==> src/rtl/uart_frame_parser_if.sv <==
// rtl/uart_frame_parser_if.sv - byte strobe in, frame status and payload read port out
interface uart_frame_parser_if;
    logic       din_vld;
    logic [7:0] din;
    logic       frm_vld;
    logic [7:0] frm_len;
    logic       frm_err;
    logic [1:0] err_code;
    logic       busy;
    logic [7:0] rd_addr;
    logic [7:0] rd_data;

    // Upstream receiver plus command-layer consumer.
    modport master (
        output din_vld, din, rd_addr,
        input  frm_vld, frm_len, frm_err, err_code, busy, rd_data
    );

    // The frame parser itself.
    modport slave (
        input  din_vld, din, rd_addr,
        output frm_vld, frm_len, frm_err, err_code, busy, rd_data
    );
endinterface

==> src/rtl/uart_frame_parser.sv <==
// rtl/uart_frame_parser.sv - header hunt, length-prefixed payload capture and checksum gate; FRAME_TIMEOUT_EN adds an inter-byte timeout
module uart_frame_parser #(
    parameter int          MAX_LEN     = 16,
    parameter logic [7:0]  HDR0        = 8'h55,
    parameter logic [7:0]  HDR1        = 8'hAA,
    parameter logic [23:0] TIMEOUT_CYC = 24'd600000
) (
    input  logic               clk,
    input  logic               rst_n,
    uart_frame_parser_if.slave pif
);
    localparam int         AW        = (MAX_LEN > 1) ? $clog2(MAX_LEN) : 1;
    localparam logic [7:0] MAX_LEN_B = 8'(MAX_LEN);
    localparam logic [1:0] ERR_CHK   = 2'b01;
    localparam logic [1:0] ERR_LEN   = 2'b10;

    typedef enum logic [2:0] {
        IDLE   = 3'd0,
        S_HDR1 = 3'd1,
        S_LEN  = 3'd2,
        S_PAY  = 3'd3,
        S_CHK  = 3'd4
    } state_e;

    state_e     state_q, state_d;
    logic [7:0] len_q, len_d;
    logic [7:0] sum_q, sum_d;
    logic [7:0] cnt_q, cnt_d;
    logic [7:0] frm_len_q, frm_len_d;
    logic       frm_vld_q, frm_vld_d;
    logic       frm_err_q, frm_err_d;
    logic [1:0] err_code_q, err_code_d;
    logic [7:0] rd_data_q, rd_data_d;
    logic       buf_we;
    logic [7:0] buf_mem [0:(1<<AW)-1];

`ifdef FRAME_TIMEOUT_EN
    localparam logic [1:0] ERR_TO = 2'b11;
    logic [23:0] idle_q, idle_d;
    logic        timeout;

    assign timeout = (state_q != IDLE) && !pif.din_vld && (idle_q == TIMEOUT_CYC - 24'd1);

    // Idle counter: cleared by any byte, parked at 0 whenever we are or will be in IDLE.
    always_comb begin
        idle_d = idle_q + 24'd1;
        if (pif.din_vld || state_q == IDLE || state_d == IDLE) begin
            idle_d = 24'd0;
        end
    end

    // Idle counter register.
    always_ff @(posedge clk or negedge rst_n) begin
        if (!rst_n) begin
            idle_q <= 24'd0;
        end else begin
            idle_q <= idle_d;
        end
    end
`else
    logic timeout;
    assign timeout = 1'b0;
`endif

    // Next-state and datapath decode; only bytes with din_vld advance the parse.
    always_comb begin
        state_d    = state_q;
        len_d      = len_q;
        sum_d      = sum_q;
        cnt_d      = cnt_q;
        frm_len_d  = frm_len_q;
        frm_vld_d  = 1'b0;
        frm_err_d  = 1'b0;
        err_code_d = err_code_q;
        buf_we     = 1'b0;
        if (state_q > S_CHK) begin
            state_d = IDLE;
        end else if (pif.din_vld) begin
            case (state_q)
                IDLE: begin
                    if (pif.din == HDR0) state_d = S_HDR1;
                end
                S_HDR1: begin
                    if (pif.din == HDR1)      state_d = S_LEN;
                    else if (pif.din == HDR0) state_d = S_HDR1;
                    else                      state_d = IDLE;
                end
                S_LEN: begin
                    if (pif.din == 8'd0 || pif.din > MAX_LEN_B) begin
                        frm_err_d  = 1'b1;
                        err_code_d = ERR_LEN;
                        state_d    = IDLE;
                    end else begin
                        len_d   = pif.din;
                        sum_d   = pif.din;
                        cnt_d   = 8'd0;
                        state_d = S_PAY;
                    end
                end
                S_PAY: begin
                    buf_we = 1'b1;
                    sum_d  = sum_q + pif.din;
                    cnt_d  = cnt_q + 8'd1;
                    if (cnt_q == len_q - 8'd1) state_d = S_CHK;
                end
                S_CHK: begin
                    if (pif.din == sum_q) begin
                        frm_vld_d = 1'b1;
                        frm_len_d = len_q;
                    end else begin
                        frm_err_d  = 1'b1;
                        err_code_d = ERR_CHK;
                    end
                    state_d = IDLE;
                end
                default: state_d = IDLE;
            endcase
        end
`ifdef FRAME_TIMEOUT_EN
        else if (timeout) begin
            state_d    = IDLE;
            frm_err_d  = 1'b1;
            err_code_d = ERR_TO;
        end
`endif
    end

    // Read port: out-of-range addresses read as zero.
    always_comb begin
        rd_data_d = 8'h00;
        if (pif.rd_addr < MAX_LEN_B) begin
            rd_data_d = buf_mem[pif.rd_addr[AW-1:0]];
        end
    end

    // Control and status registers.
    always_ff @(posedge clk or negedge rst_n) begin
        if (!rst_n) begin
            state_q    <= IDLE;
            len_q      <= 8'd0;
            sum_q      <= 8'd0;
            cnt_q      <= 8'd0;
            frm_len_q  <= 8'd0;
            frm_vld_q  <= 1'b0;
            frm_err_q  <= 1'b0;
            err_code_q <= 2'b00;
            rd_data_q  <= 8'h00;
        end else begin
            state_q    <= state_d;
            len_q      <= len_d;
            sum_q      <= sum_d;
            cnt_q      <= cnt_d;
            frm_len_q  <= frm_len_d;
            frm_vld_q  <= frm_vld_d;
            frm_err_q  <= frm_err_d;
            err_code_q <= err_code_d;
            rd_data_q  <= rd_data_d;
        end
    end

    // Payload buffer, written in place; not reset.
    always_ff @(posedge clk) begin
        if (buf_we) begin
            buf_mem[cnt_q[AW-1:0]] <= pif.din;
        end
    end

    assign pif.frm_vld  = frm_vld_q;
    assign pif.frm_err  = frm_err_q;
    assign pif.err_code = err_code_q;
    assign pif.frm_len  = frm_len_q;
    assign pif.busy     = (state_q != IDLE);
    assign pif.rd_data  = rd_data_q;
endmodule
==> src/flat_wrapper.sv <==
// flat-port wrapper written by rule: the top's interface ports become plain ports
module uart_frame_parser_flat 
#(
    parameter int          MAX_LEN     = 16,
    parameter logic [7:0]  HDR0        = 8'h55,
    parameter logic [7:0]  HDR1        = 8'hAA,
    parameter logic [23:0] TIMEOUT_CYC = 24'd600000
)
  (clk, rst_n, pif_din_vld, pif_din, pif_rd_addr, pif_frm_vld, pif_frm_len, pif_frm_err, pif_err_code, pif_busy, pif_rd_data);
  uart_frame_parser_if pif_i ();
  input  logic clk;
  input  logic rst_n;
  input wire logic [$bits(pif_i.din_vld)-1:0] pif_din_vld;
  input wire logic [$bits(pif_i.din)-1:0] pif_din;
  input wire logic [$bits(pif_i.rd_addr)-1:0] pif_rd_addr;
  output wire logic [$bits(pif_i.frm_vld)-1:0] pif_frm_vld;
  output wire logic [$bits(pif_i.frm_len)-1:0] pif_frm_len;
  output wire logic [$bits(pif_i.frm_err)-1:0] pif_frm_err;
  output wire logic [$bits(pif_i.err_code)-1:0] pif_err_code;
  output wire logic [$bits(pif_i.busy)-1:0] pif_busy;
  output wire logic [$bits(pif_i.rd_data)-1:0] pif_rd_data;
  assign pif_i.din_vld = pif_din_vld;
  assign pif_i.din = pif_din;
  assign pif_i.rd_addr = pif_rd_addr;
  assign pif_frm_vld = pif_i.frm_vld;
  assign pif_frm_len = pif_i.frm_len;
  assign pif_frm_err = pif_i.frm_err;
  assign pif_err_code = pif_i.err_code;
  assign pif_busy = pif_i.busy;
  assign pif_rd_data = pif_i.rd_data;
  uart_frame_parser #(.MAX_LEN(MAX_LEN), .HDR0(HDR0), .HDR1(HDR1), .TIMEOUT_CYC(TIMEOUT_CYC)) u_core (.clk(clk), .rst_n(rst_n), .pif(pif_i));
endmodule
==> config.mk <==
export PLATFORM = sky130hd
export DESIGN_NAME = uart_frame_parser_flat
export DESIGN_NICKNAME = d
export VERILOG_FILES = /design/src/rtl/uart_frame_parser_if.sv /design/src/rtl/uart_frame_parser.sv /design/src/flat_wrapper.sv
export SDC_FILE = /design/constraint.sdc
export NUM_CORES = 1
export LEC_CHECK = 0
export BUFFER_PORTS_ARGS = -buffer_cell sky130_fd_sc_hd__buf_2
export CAP_MARGIN = 20
export CORE_UTILIZATION = 40
export DETAILED_ROUTE_END_ITERATION = 6
export SYNTH_ARGS = -nofsm -noshare
export SYNTH_HDL_FRONTEND = slang
export SYNTH_SLANG_ARGS = --single-unit
==> constraint.sdc <==
create_clock -name clk -period 2.8 [get_ports clk]
set_clock_uncertainty 0.2 [all_clocks]
set_input_delay 0.56 -clock clk [delete_from_list [all_inputs] [get_ports clk]]
set_output_delay 0.56 -clock clk [all_outputs]
set_load 0.01 [all_outputs]
* After elaboration in Yosys (flattened, before gate mapping)
Memory sizes are Yosys's and may differ from the RTL's. Index checks and enable logic that the tools add are counted.
Operators by class: equal/unequal tests 13, $add $sub $neg 3, reduce and logical (&&, ||, !) cells 12, bitwise logic cells 2, order comparisons 3, multiplexer cells 30
Operators with widths (number):
- $pmux 8 s2 | 2
- $mux 8 | 3
- $eq 8x8->1 | 2
- $mux 3 | 5
- $mux 1 | 14
- $pmux 3 s4 | 1
- $reduce_and 4->1 | 3
- $add 8x1->8 const B | 1
- $add 8x8->8 | 1
- $eq 8x7->1 const B | 1
- $eq 8x8->1 const B | 1
- $gt 8x5->1 const B | 1
- $logic_not 8->1 | 1
- $lt 8x5->1 const B | 1
- $sub 8x1->8 const B | 1
- $eq 3x2->1 const B | 2
- $mux 2 | 3
- $ne 3x1->1 const B | 2
- $reduce_bool 2->1 | 3
- $reduce_and 5->1 | 1
- $ne 2x2->1 const B | 2
- $pmux 2 s2 | 1
- $eq 3x1->1 const B | 1
- $eq 3x3->1 const B | 1
- other kinds (8) | 9
Word-level totals: RAM bits 128, register bits after elaboration 47, output and inout port bits 21, memories kept 1, logic and storage cells 73
Memories:
- u_core.buf_mem | words 16, bits a word 8, read ports 1, clocked after Yosys merged registers in 0, wr ports 1, line uart_frame_parser.sv:35 | logic [7:0] buf_mem [0:(1<<AW)-1];

* Longest topological paths before layout
word-level depth 6, gate-level depth with buffers 9

* Worst setup path before layout
OpenSTA, ideal clock, no wires.
path kind input-to-reg, start point input pif_din[2], end point register u_core.frm_len_q[2] (netlist: u_core.pif.frm_len[2]), data arrival time 2.146 ns, cell stages on the path 6, slack 0.326 ns, library setup time 0.128 ns, path through ha_1 > nor4_1 > nand3_1 > or3_1 > buf_2 > mux2_1
Between the ends: cells in the longest elaborated chain, start to end 2
Ends and longest elaborated chain:
- start: declaration | line flat_wrapper.sv:14 | input wire logic [$bits(pif_i.din)-1:0] pif_din;
- $eq 8x8->1 | line uart_frame_parser.sv:107 | if (pif.din == sum_q) begin
- $reduce_and 4->1 (no source line)
- end signal: assignment | line uart_frame_parser.sv:153 | frm_len_q <= frm_len_d;
- end: declaration | line uart_frame_parser.sv:29 | logic [7:0] frm_len_q, frm_len_d;
Every way passes these cells. A chain may end at the register's enable or synchronous reset.

* Final worst setup path
start point register u_core.state_q[1], end point memory u_core.buf_mem[9][0] (enable)
Between the ends: cells in the longest elaborated chain, start to end 6
Ends and longest elaborated chain:
- start: declaration | line uart_frame_parser.sv:25 | state_e state_q, state_d;
- start signal: assignment | line uart_frame_parser.sv:149 | state_q <= state_d;
- $eq 3x2->1 | line uart_frame_parser.sv:79 | case (state_q)
- $mux 1 | line uart_frame_parser.sv:79
- $mux 1 | line uart_frame_parser.sv:78 | end else if (pif.din_vld) begin
- $mux 1 * | line uart_frame_parser.sv:76 | if (state_q > S_CHK) begin
- $mux 1 * | line uart_frame_parser.sv:163 | if (buf_we) begin
- $mux 1 (not written as such) * | line uart_frame_parser.sv:164 | buf_mem[cnt_q[AW-1:0]] <= pif.din;
- end: declaration | line uart_frame_parser.sv:35
Mark *: on every way between the ends. The rest lies on a longest branch, timed or not.

==> flow_summary.ini <==
[outcome]
status = finished, final reports clean

[synthesis]
ys_async_sr_fraction = 0.269
synth_nets = 505
synth_edf_count = 128
yosys.cell_types.count = 55
postSynthCellCount = 473
avgSynthCellArea_um2 = 15.9
synth-seq-area-share = 0.666
yosysWarnings = 0
synth_area_leaders = edfxtp_1 51%, dfrtp_1 16%, mux4_2 12%, ha_1 2.0%, xnor2_1 1.9%
synth-seq-cells = 175
synth_top_cell_by_area = edfxtp_1
synthesis.area_um2 = 7540
synth_top_area_share = 0.510
synthFlopType = edfxtp_1

[placed_design]
port_buffers = 39
place.gp.congestion = 0.862
dp_hpwl_mm = 10.6
place_ws_ns = -0.00121

[worst_setup_path]
cp.arrival_ns = 2.38
cp-start-kind = register
endpoint_kind = register
path_max_fanout = 8
path_class = reg -> reg
cp.required_ns = 2.67

[layout]
layout-drive-gt1-share = 0.255
fillers = 1520
layout_common_cells = 128 x edfxtp_1, 47 x dfrtp_1, 40 x mux4_2
mostFrequentLayoutCell = edfxtp_1
nets = 565
syn_to_final_growth_pct = 16.0
antennaDiodeCount = 0

[sta]
relSlewSlack = 0.658
finalHoldViolCount = 0
holdWs_ns = 0.220
timing.fmax_mhz = 398
finalSetupViolCount = 0
period_minus_slack_ns = 2.51
slew_viol_final = 0
setup_ws_ns = 0.286
rsz0062_at_grt = no
post-route-period-util = 0.898
worst_pin_slew_ns = 0.513

[grt]
antenna_found_initial = 0
gr-total-overflow = 0
grt_max_degree = 33
grt.total_usage = 0.179
grt_pass1_vias = 4401
grt_pass1_wl_mm = 25.4

[run]
maxCapViolCount = 0

[floorplan]
core_um2 = 18200
initial_core_util = 0.414
placementRows = 49
io_pins = 40
die_h_um = 139
die_w_um = 139
die_area_um2 = 19400

[clocking]
cts_root_buf = clkbuf_16
cts_resized = 0
cts_max_level = 4
cts_tree = yes
numCtsBuffers = 17
cts_max_path_buffers = 2
cts_sinks = 175
postCtsSetupBuffers = 0
clkTransAtPathRegs_ns = 0.07
clock_latency_ns = 0.43

[routing]
drt-total-wl_mm = 16.1
drcViolationCount = 0
ant_nets = 0
drt_first_pass_iters = 7
avgViaCountPerCell = 5.43
vias = 4212
drt_iter0_drc = 310
wl_per_cell_um = 20.8

[worst_hold_path]
hold_path.class = in -> reg

[pwr]
p_per_area_nw_per_um2 = 649
ir_drop_mv = 0.388
leakage_nw = 3.28
[cell usage after synthesis (7+ instances only)]
library cell  number
ha_1              12
nor2b_1           12
a21oi_1            9
o21ai_1           11
clkbuf_1           7
nor3_1            12
inv_1             11
nand2_1           26
and2_1            17
xnor2_1           16
edfxtp_1         128
mux4_2            40
dfrtp_1           47
nand3_1           10
nor2_1            24
[report_power, final]
group	switching, mW	internal, mW	leakage (nW)
clock network	1.04	1.51	0.304
logic	0.183	0.142	1.20
registers	0.0138	2.80	1.77
[path summary, 6_finish.rpt]
check,start,endpoint,slack (ns),cells after the start
worst max-delay path,u_core.state_q[1]$_DFFE_PN0P_,u_core.buf_mem[9][0]$_DFFE_PP_,0.29,5
worst min-delay path,pif_din[5],u_core.buf_mem[10][5]$_DFFE_PP_,0.22,1
worst max register to register,u_core.state_q[1]$_DFFE_PN0P_,u_core.buf_mem[9][0]$_DFFE_PP_,0.29,5
worst min register to register,u_core.pif.frm_len[2]$_DFFE_PN0P_,u_core.pif.frm_len[2]$_DFFE_PN0P_,0.29,1
max in group asynchronous,rst_n,u_core.pif.frm_len[6]$_DFFE_PN0P_,1.19,3
min in group asynchronous,rst_n,u_core.pif.rd_data[0]$_DFF_PN0_,0.42,2
[layer usage]
| layer | track usage | routed length (um) | vias up |
|---|---|---|---|
| met5 | 0 | 0 | - |
| met4 | 0.0585 | 194 | 0 |
| met3 | 0.0423 | 673 | 12 |
| met2 | 0.292 | 8190 | 93 |
| met1 | 0.236 | 7050 | 2160 |
| li1 | - | - | 1947 |
[timing repair]
item | CTS | global route
hold endpoints to repair | 16 | 0
hold buffers | 1 | 0
endpoints found under the setup margin | 0 | 0
[critical path, stage by stage (launching register included)]
cell     delay, ns
dfrtp_1       0.46
inv_2         0.10
nor2_2        0.27
nand3_1       0.26
nor3b_1       0.39
and2_1        0.47
[through the flow]
stage | util | cells | power [mW] | instance area, um^2 | setup TNS [ns]
CTS | 0.480 | 775 | 5.72 | 8750 | 0
floorplan | - | 473 | 3.05 | 7540 | 0
global placement | 0.445 | 742 | 3.19 | 8110 | 0
global route | 0.480 | 775 | 5.84 | 8750 | 0
finish | 0.480 | 775 | 5.68 | 8750 | 0
detailed placement | 0.445 | 742 | 3.20 | 8110 | -0.00121
[cells by family (layout without fill, tap and decap cells)]
family | count (synthesis) | count (layout) | synth area share
adders and majority gates | 13 | 13 | 0.0226
muxes | 47 | 47 | 0.130
buffers and inverters | 31 | 104 | 0.0174
xor gates and xnor gates | 18 | 18 | 0.0209
AOI/OAI and AO/OA | 50 | 50 | 0.0421
DFF | 175 | 175 | 0.666
and+or+nand+nor | 139 | 139 | 0.101
[state kept, by name, summed over array words and instances (netlist names)]
| signal | cells |
|---|---|
| u_core.pif.err_code | 2 |
| u_core.state_q | 3 |
| u_core.pif.frm_err | 1 |
| u_core.buf_mem | 128 |
| u_core.cnt_q | 8 |
| u_core.len_q | 8 |
| u_core.pif.frm_vld | 1 |
| u_core.pif.frm_len | 8 |
| u_core.pif.rd_data | 8 |
| u_core.sum_q | 8 |
[cell type report]
cell class / instances / area, um^2 / area share
Timing Repair Buffer: 59 / 373 / 0.0426
Multi-Input combinational cell: 267 / 2390 / 0.273
Clock inverter: 15 / 204 / 0.0233
Clock buffer: 17 / 425 / 0.0486
Inverter: 13 / 48.8 / 0.00558
Tap cell: 229 / 287 / 0.0328
Sequential cell: 175 / 5020 / 0.574
Power figures use the tool's default switching activity.
